**src/rtl/pwm_counter_pkg.sv**
```systemverilog
// pwm_counter_pkg: shared widths and pwm_gen function bit indices for the PWM timebase
package pwm_counter_pkg;
  localparam int CNT_W_DEF = 16;
  localparam int PRESC_W_DEF = 8;
  localparam int FN_RIGHT = 0;
  localparam int FN_NONALIGNED = 1;
  typedef enum logic {
    DIR_DOWN = 1'b0,
    DIR_UP   = 1'b1
  } dir_e;
endpackage

```
**src/rtl/pwm_counter_if.sv**
```systemverilog
// pwm_counter_if: raw config from the register file in, active config and timebase out
interface pwm_counter_if
  import pwm_counter_pkg::*;
#(
  parameter int CNT_W = CNT_W_DEF,
  parameter int PRESC_W = PRESC_W_DEF
);
  logic               cnt_en;
  logic               cnt_clr;
  logic               up_ndown;
  logic               preload_en;
  logic [PRESC_W-1:0] prescale;
  logic [CNT_W-1:0]   period_in;
  logic [CNT_W-1:0]   compare1_in;
  logic [CNT_W-1:0]   compare2_in;
  logic [CNT_W-1:0]   count_val;
  logic [CNT_W-1:0]   period_act;
  logic [CNT_W-1:0]   compare1_act;
  logic [CNT_W-1:0]   compare2_act;
  logic               cnt_tick;
  logic               wrap_evt;
  modport master (
    output cnt_en, cnt_clr, up_ndown, preload_en, prescale, period_in, compare1_in, compare2_in,
    input  count_val, period_act, compare1_act, compare2_act, cnt_tick, wrap_evt
  );
  modport slave (
    input  cnt_en, cnt_clr, up_ndown, preload_en, prescale, period_in, compare1_in, compare2_in,
    output count_val, period_act, compare1_act, compare2_act, cnt_tick, wrap_evt
  );
endinterface

```
**src/rtl/pwm_counter_prescaler.sv**
```systemverilog
// pwm_counter_prescaler: divides clk by prescale+1; a shrunk prescale ticks on the next enabled cycle
module pwm_counter_prescaler
  import pwm_counter_pkg::*;
#(
  parameter int PRESC_W = PRESC_W_DEF
) (
  input  logic               clk,
  input  logic               rst,
  input  logic               en_i,
  input  logic               clr_i,
  input  logic [PRESC_W-1:0] prescale_i,
  output logic               tick_o
);
  logic [PRESC_W-1:0] presc_q, presc_d;
  always_comb begin
    tick_o = en_i && !clr_i && (presc_q >= prescale_i);
    presc_d = (clr_i || tick_o) ? '0 : en_i ? presc_q + PRESC_W'(1) : presc_q;
  end
  always_ff @(posedge clk) begin
    if (rst) presc_q <= '0;
    else presc_q <= presc_d;
  end
endmodule

```
**src/rtl/pwm_counter.sv**
```systemverilog
// pwm_counter: prescaled up/down timebase with wrap-synchronised shadow config for pwm_gen
module pwm_counter
  import pwm_counter_pkg::*;
#(
  parameter int CNT_W = CNT_W_DEF,
  parameter int PRESC_W = PRESC_W_DEF
) (
  input logic clk,
  input logic rst,
  pwm_counter_if.slave bus
);
  logic             tick, at_end, load;
  logic [CNT_W-1:0] count_q, count_d, period_q, period_d, cmp1_q, cmp1_d, cmp2_q, cmp2_d;
  logic             tick_q, tick_d, wrap_q, wrap_d;
  pwm_counter_prescaler #(.PRESC_W(PRESC_W)) u_presc (
    .clk       (clk),
    .rst       (rst),
    .en_i      (bus.cnt_en),
    .clr_i     (bus.cnt_clr),
    .prescale_i(bus.prescale),
    .tick_o    (tick)
  );
  // Shadows load on clear, every cycle without preload, or on the wrap tick with preload
  always_comb begin
    at_end = (bus.up_ndown == DIR_UP) ? (count_q >= period_q) : (count_q == '0);
    tick_d = tick;
    wrap_d = tick && at_end;
    load = bus.cnt_clr || !bus.preload_en || wrap_d;
    period_d = load ? bus.period_in : period_q;
    cmp1_d = load ? bus.compare1_in : cmp1_q;
    cmp2_d = load ? bus.compare2_in : cmp2_q;
    count_d = bus.cnt_clr ? ((bus.up_ndown == DIR_UP) ? '0 : bus.period_in)
            : !tick ? count_q
            : (bus.up_ndown == DIR_UP) ? (at_end ? '0 : count_q + CNT_W'(1))
            : at_end ? (bus.preload_en ? bus.period_in : period_q)
            : count_q - CNT_W'(1);
  end
  always_ff @(posedge clk) begin
    if (rst) begin
      count_q <= '0;
      period_q <= '0;
      cmp1_q <= '0;
      cmp2_q <= '0;
      tick_q <= 1'b0;
      wrap_q <= 1'b0;
    end else begin
      count_q <= count_d;
      period_q <= period_d;
      cmp1_q <= cmp1_d;
      cmp2_q <= cmp2_d;
      tick_q <= tick_d;
      wrap_q <= wrap_d;
    end
  end
  assign bus.count_val = count_q;
  assign bus.period_act = period_q;
  assign bus.compare1_act = cmp1_q;
  assign bus.compare2_act = cmp2_q;
  assign bus.cnt_tick = tick_q;
  assign bus.wrap_evt = wrap_q;
endmodule

```
**src/flat_wrapper.sv**
```systemverilog
// flat-port wrapper written by rule: the top's interface ports become plain ports
module pwm_counter_flat import pwm_counter_pkg::*;
#(
  parameter int CNT_W = CNT_W_DEF,
  parameter int PRESC_W = PRESC_W_DEF
)
  (clk, rst, bus_cnt_en, bus_cnt_clr, bus_up_ndown, bus_preload_en, bus_prescale, bus_period_in, bus_compare1_in, bus_compare2_in, bus_count_val, bus_period_act, bus_compare1_act, bus_compare2_act, bus_cnt_tick, bus_wrap_evt);
  pwm_counter_if #(.CNT_W(CNT_W), .PRESC_W(PRESC_W)) bus_i ();
  input logic clk;
  input logic rst;
  input wire logic [$bits(bus_i.cnt_en)-1:0] bus_cnt_en;
  input wire logic [$bits(bus_i.cnt_clr)-1:0] bus_cnt_clr;
  input wire logic [$bits(bus_i.up_ndown)-1:0] bus_up_ndown;
  input wire logic [$bits(bus_i.preload_en)-1:0] bus_preload_en;
  input wire logic [$bits(bus_i.prescale)-1:0] bus_prescale;
  input wire logic [$bits(bus_i.period_in)-1:0] bus_period_in;
  input wire logic [$bits(bus_i.compare1_in)-1:0] bus_compare1_in;
  input wire logic [$bits(bus_i.compare2_in)-1:0] bus_compare2_in;
  output wire logic [$bits(bus_i.count_val)-1:0] bus_count_val;
  output wire logic [$bits(bus_i.period_act)-1:0] bus_period_act;
  output wire logic [$bits(bus_i.compare1_act)-1:0] bus_compare1_act;
  output wire logic [$bits(bus_i.compare2_act)-1:0] bus_compare2_act;
  output wire logic [$bits(bus_i.cnt_tick)-1:0] bus_cnt_tick;
  output wire logic [$bits(bus_i.wrap_evt)-1:0] bus_wrap_evt;
  assign bus_i.cnt_en = bus_cnt_en;
  assign bus_i.cnt_clr = bus_cnt_clr;
  assign bus_i.up_ndown = bus_up_ndown;
  assign bus_i.preload_en = bus_preload_en;
  assign bus_i.prescale = bus_prescale;
  assign bus_i.period_in = bus_period_in;
  assign bus_i.compare1_in = bus_compare1_in;
  assign bus_i.compare2_in = bus_compare2_in;
  assign bus_count_val = bus_i.count_val;
  assign bus_period_act = bus_i.period_act;
  assign bus_compare1_act = bus_i.compare1_act;
  assign bus_compare2_act = bus_i.compare2_act;
  assign bus_cnt_tick = bus_i.cnt_tick;
  assign bus_wrap_evt = bus_i.wrap_evt;
  pwm_counter #(.CNT_W(CNT_W), .PRESC_W(PRESC_W)) u_core (.clk(clk), .rst(rst), .bus(bus_i));
endmodule
```
**config.mk**
```make
export PLATFORM = sky130hd
export DESIGN_NAME = pwm_counter_flat
export DESIGN_NICKNAME = d
export VERILOG_FILES = /design/src/rtl/pwm_counter_pkg.sv /design/src/rtl/pwm_counter_if.sv /design/src/rtl/pwm_counter_prescaler.sv /design/src/rtl/pwm_counter.sv /design/src/flat_wrapper.sv
export SDC_FILE = /design/constraint.sdc
export NUM_CORES = 1
export LEC_CHECK = 0
export CORE_AREA = 2 2 108 110
export CTS_BUF_LIST = sky130_fd_sc_hd__clkbuf_16
export DETAILED_ROUTE_END_ITERATION = 8
export DIE_AREA = 0 0 110 112
export PLACE_DENSITY = 0.72
export SLEW_MARGIN = 20
export SYNTH_ARGS = -nofsm -noshare
export SYNTH_HDL_FRONTEND = slang
export SYNTH_SLANG_ARGS = --single-unit
```
**constraint.sdc**
```tcl
create_clock -name clk -period 7.1 [get_ports clk]
set_input_delay 1.42 -clock clk [delete_from_list [all_inputs] [get_ports clk]]
set_output_delay 1.42 -clock clk [all_outputs]
set_load 0.02 [all_outputs]
```
==> metrics.cfg <==
[layout]
num_antenna_cells = 0
drive_above_1_share_pct = 4.32
nets = 780
finalNonFillerCells = 838
syn_to_final_growth_pct = 33.6

[synth]
synthDistinctLibCells = 63
yosys_warnings = 0
synth.avg_cell_area_um2 = 8.03
yosysTopAreaCell = dfxtp_1
synth.area.top_cells = dfxtp_1 31%, mux2i_1 13%, nand2_1 9.6%
synth_seq_cells = 74
yosysTopAreaCellShare_pct = 31.1
synth-seq-area-share_pct = 31.1
syn_area_mm2 = 0.00476
synth_top_flop_cell = dfxtp_1
async_reset_ff_share_pct = 0
synth_cells = 593
synth_edf_count = 0
syn-num-nets = 683

[sta]
skew_ns = 0.00935
final_hold_viol_count = 0
relSlewSlack_pct = 27.8
setup_viol = 0
period_needed_ns = 4.47
slew_viol_final = 0
rsz0062_at_grt = no
hold-worst-slack_ns = 0.458
finalCritPeriodShare_pct = 63.0
finalSetupTns_ns = 0
worstMarginPinSlew_ns = 1.08
timing.fmax_mhz = 224

[drt]
maxUsedRoutingLayer = met4
post_drt_wl_per_cell_um = 16.8
drcViolationCount = 0
drt-met1-wl_mm = 5.98
drtAntennaViolNets = 0
wl_mm = 14.1
dr.first_iter.drc_count = 239
met3WireLength_mm = 1.35
viasPerCell = 5.64
routed-via-count = 4728
wl_met2_mm = 6.43
dr.pass1.iters = 5

[clock_network]
clockBufferDepth = 2
ctsHoldBuffers = 0
post_cts_buffers = 0
ctsRootBufferMaster = clkbuf_16
clkSlewWorstSetupHoldPaths_ns = 0.06
cts_resized = 0
htree_levels = 3
cts_buffers = 9
cts_tree = yes
clock_sinks = 74
clk_latency_ns = 0.34

[setup_path]
crit_path_start_kind = input port
crit_path_end_kind = register
path_cells = clkdlybuf4s50_1 > buf_4 > nor2b_1 > o21ai_0 > or3_1 > a311oi_4 > buf_4 > mux2i_1
worstPathRequired_ns = 7.36
r2r_start = u_core.bus.count_val[0]
critPathMaxStageDelay_ns = 0.68
crit_slowest_cell = buf_4
cp_max_fo = 41
rr_endpoint = u_core.bus.compare2_act[5]
crit_top_cell = buf_4
reg2reg_slack_ns = 2.81
crit_type = in -> reg
critical_path_arrival_ns = 4.73
ff2ff_path_depth = 9

[floorplanning]
std_cell_rows = 39
core_area_mm2 = 0.0112
die_x_um = 110
die_y_um = 112
die_area_mm2 = 0.0123
io_pins = 128
start_util_pct = 42.6

[place]
io_buffers = 127
dp.cells = 822
gp_congestion = 0.869
place_hpwl_mm = 10.1

[worst_hold_path]
hold_path_end = u_core.bus.compare1_act[5]
hold_depth = 2
min-delay-path-class = reg -> reg
hp-start = u_core.bus.compare1_act[5]

[global_routing]
grt_max_degree = 62
grtUsageTotal_pct = 23.3
grt-ovfl-total = 0
grt_pass1_wl_mm = 22.4
grt_pass1_vias = 4454
antenna_found_initial = 0

[power_and_ir_drop]
pwr_density_cell_mw_per_mm2 = 195
ir_worst_vdd_v = 0.000109
p_leak_nw = 2.56
design_power_total_mw = 1.24

[run]
drv_cap = 0

[outcome]
status = completed

==> synth_stat cells, types with 2 or more instances <==
cell type / instances
and4_1: 4
a211o_1: 2
buf_1: 2
buf_2: 7
nand3b_1: 2
nor4_1: 5
o31ai_1: 4
a31oi_1: 2
nor2b_1: 4
o32ai_1: 2
nand2b_1: 3
a22oi_1: 9
buf_4: 3
a21o_1: 4
o221ai_1: 5
a21oi_1: 13
nor3_1: 12
a211oi_1: 4
a2111oi_0: 2
clkbuf_1: 33
nand3_1: 11
and3_1: 4
o22ai_1: 10
a2bb2oi_1: 2
o311ai_0: 2
nor2_1: 33
a221oi_1: 2
o21ai_0: 16
xor2_1: 15
or3_1: 5
ha_1: 28
o311a_1: 2
o21a_1: 2
o211ai_1: 3
nand4_1: 7
o211a_1: 4
nand2_1: 122
xnor2_1: 12
o32a_1: 3
mux2i_1: 60
inv_1: 32
dfxtp_1: 74
o31a_1: 2
==> state kept, by name, indices dropped and copies added (netlist names) <==
register	count
u_core.bus.count_val	16
u_core.u_presc.presc_q	8
u_core.bus.wrap_evt	1
u_core.bus.period_act	16
u_core.bus.cnt_tick	1
u_core.bus.compare2_act	16
u_core.bus.compare1_act	16
==> stage by stage <==
step / cell area [µm²] / setup WS, ns / util (%)
2_1_floorplan: 4760 / 3.72 / -
3_3_place_gp: 6060 / 2.40 / 54.2
3_5_place_dp: 6060 / 2.28 / 54.2
4_1_cts: 6360 / 2.63 / 56.9
5_1_grt: 6360 / 2.43 / 56.9
6_report: 6360 / 2.63 / 56.9
==> worst max path at each step <==
| stage | cells after the start | to | startpoint | slack (ns) |
|---|---|---|---|---|
| global placement | 10 | u_core.bus.compare1_act[11] | bus_prescale[5] | 2.40 |
| floorplan | 10 | u_core.bus.compare1_act[10] | bus_prescale[5] | 3.72 |
| finish | 8 | u_core.bus.compare2_act[5] | bus_up_ndown | 2.63 |
| CTS | 8 | u_core.bus.compare2_act[5] | bus_up_ndown | 2.63 |
| global route | 8 | u_core.bus.compare2_act[5] | bus_up_ndown | 2.43 |
| detailed placement | 10 | u_core.bus.compare2_act[5] | bus_prescale[5] | 2.28 |
==> where the power goes <==
part	internal, mW	switching (mW)	total, mW
Sequential	0.439	0.0294	0.469
Clock	0.271	0.181	0.452
Combinational	0.149	0.168	0.318
Total	0.860	0.379	1.24
==> cells in the final DEF (no fill, tap or decap), types with 3 or more instances in the layout <==
cell / instances
buf_4: 6
or3_1: 5
nand2_1: 122
clkdlybuf4s50_1: 127
nor3_1: 11
a211oi_1: 4
xor2_1: 15
o32a_1: 3
clkbuf_16: 9
dfxtp_1: 74
o211a_1: 4
nor2_1: 33
mux2i_1: 60
inv_1: 32
nand3_1: 11
a21o_1: 4
nand2b_1: 3
o21ai_0: 16
xnor2_1: 12
o31ai_1: 4
o22ai_1: 10
and3_1: 4
nor4_1: 5
and4_1: 4
o221ai_1: 5
nand4_1: 7
a21oi_1: 13
nor2b_1: 4
o211ai_1: 3
a22oi_1: 9
ha_1: 28
==> critical path: cells and delay by family <==
family,cells,cell delay (ns)
AO/OA/AOI/OAI,2,0.81
multiplexers,1,0.28
buffers and inverters,3,1.43
AND/OR/NAND/NOR,2,0.75
==> logic make-up (layout without fill, tap and decap cells) <==
| kind of cell | Yosys count | in the layout | share of synthesized area [%] |
|---|---|---|---|
| and+or+nand+nor | 220 | 220 | 20.9 |
| AOI/OAI and AO/OA | 105 | 105 | 16.2 |
| buffers and inverters | 79 | 181 | 6.83 |
| DFF | 74 | 74 | 31.1 |
| muxes | 60 | 60 | 12.6 |
| adders and majority gates | 28 | 28 | 7.36 |
| xor gates and xnor gates | 27 | 27 | 4.97 |
==> area by class of cell <==
class | count | area (µm²)
timing repair buffer | 133 | 1320
inverter | 32 | 120
clock inverter | 7 | 68.8
tap | 143 | 179
fill | 1030 | 4810
sequential | 74 | 1480
multi-input combinational | 440 | 2970
clock buffer | 9 | 225
==> routing by layer <==
metal	up-vias	global-route usage [%]
li1	2279	-
met1	2198	30.3
met2	220	35.6
met3	31	6.79
met4	0	9.87
met5	-	0
Power figures use the tool's default switching activity.
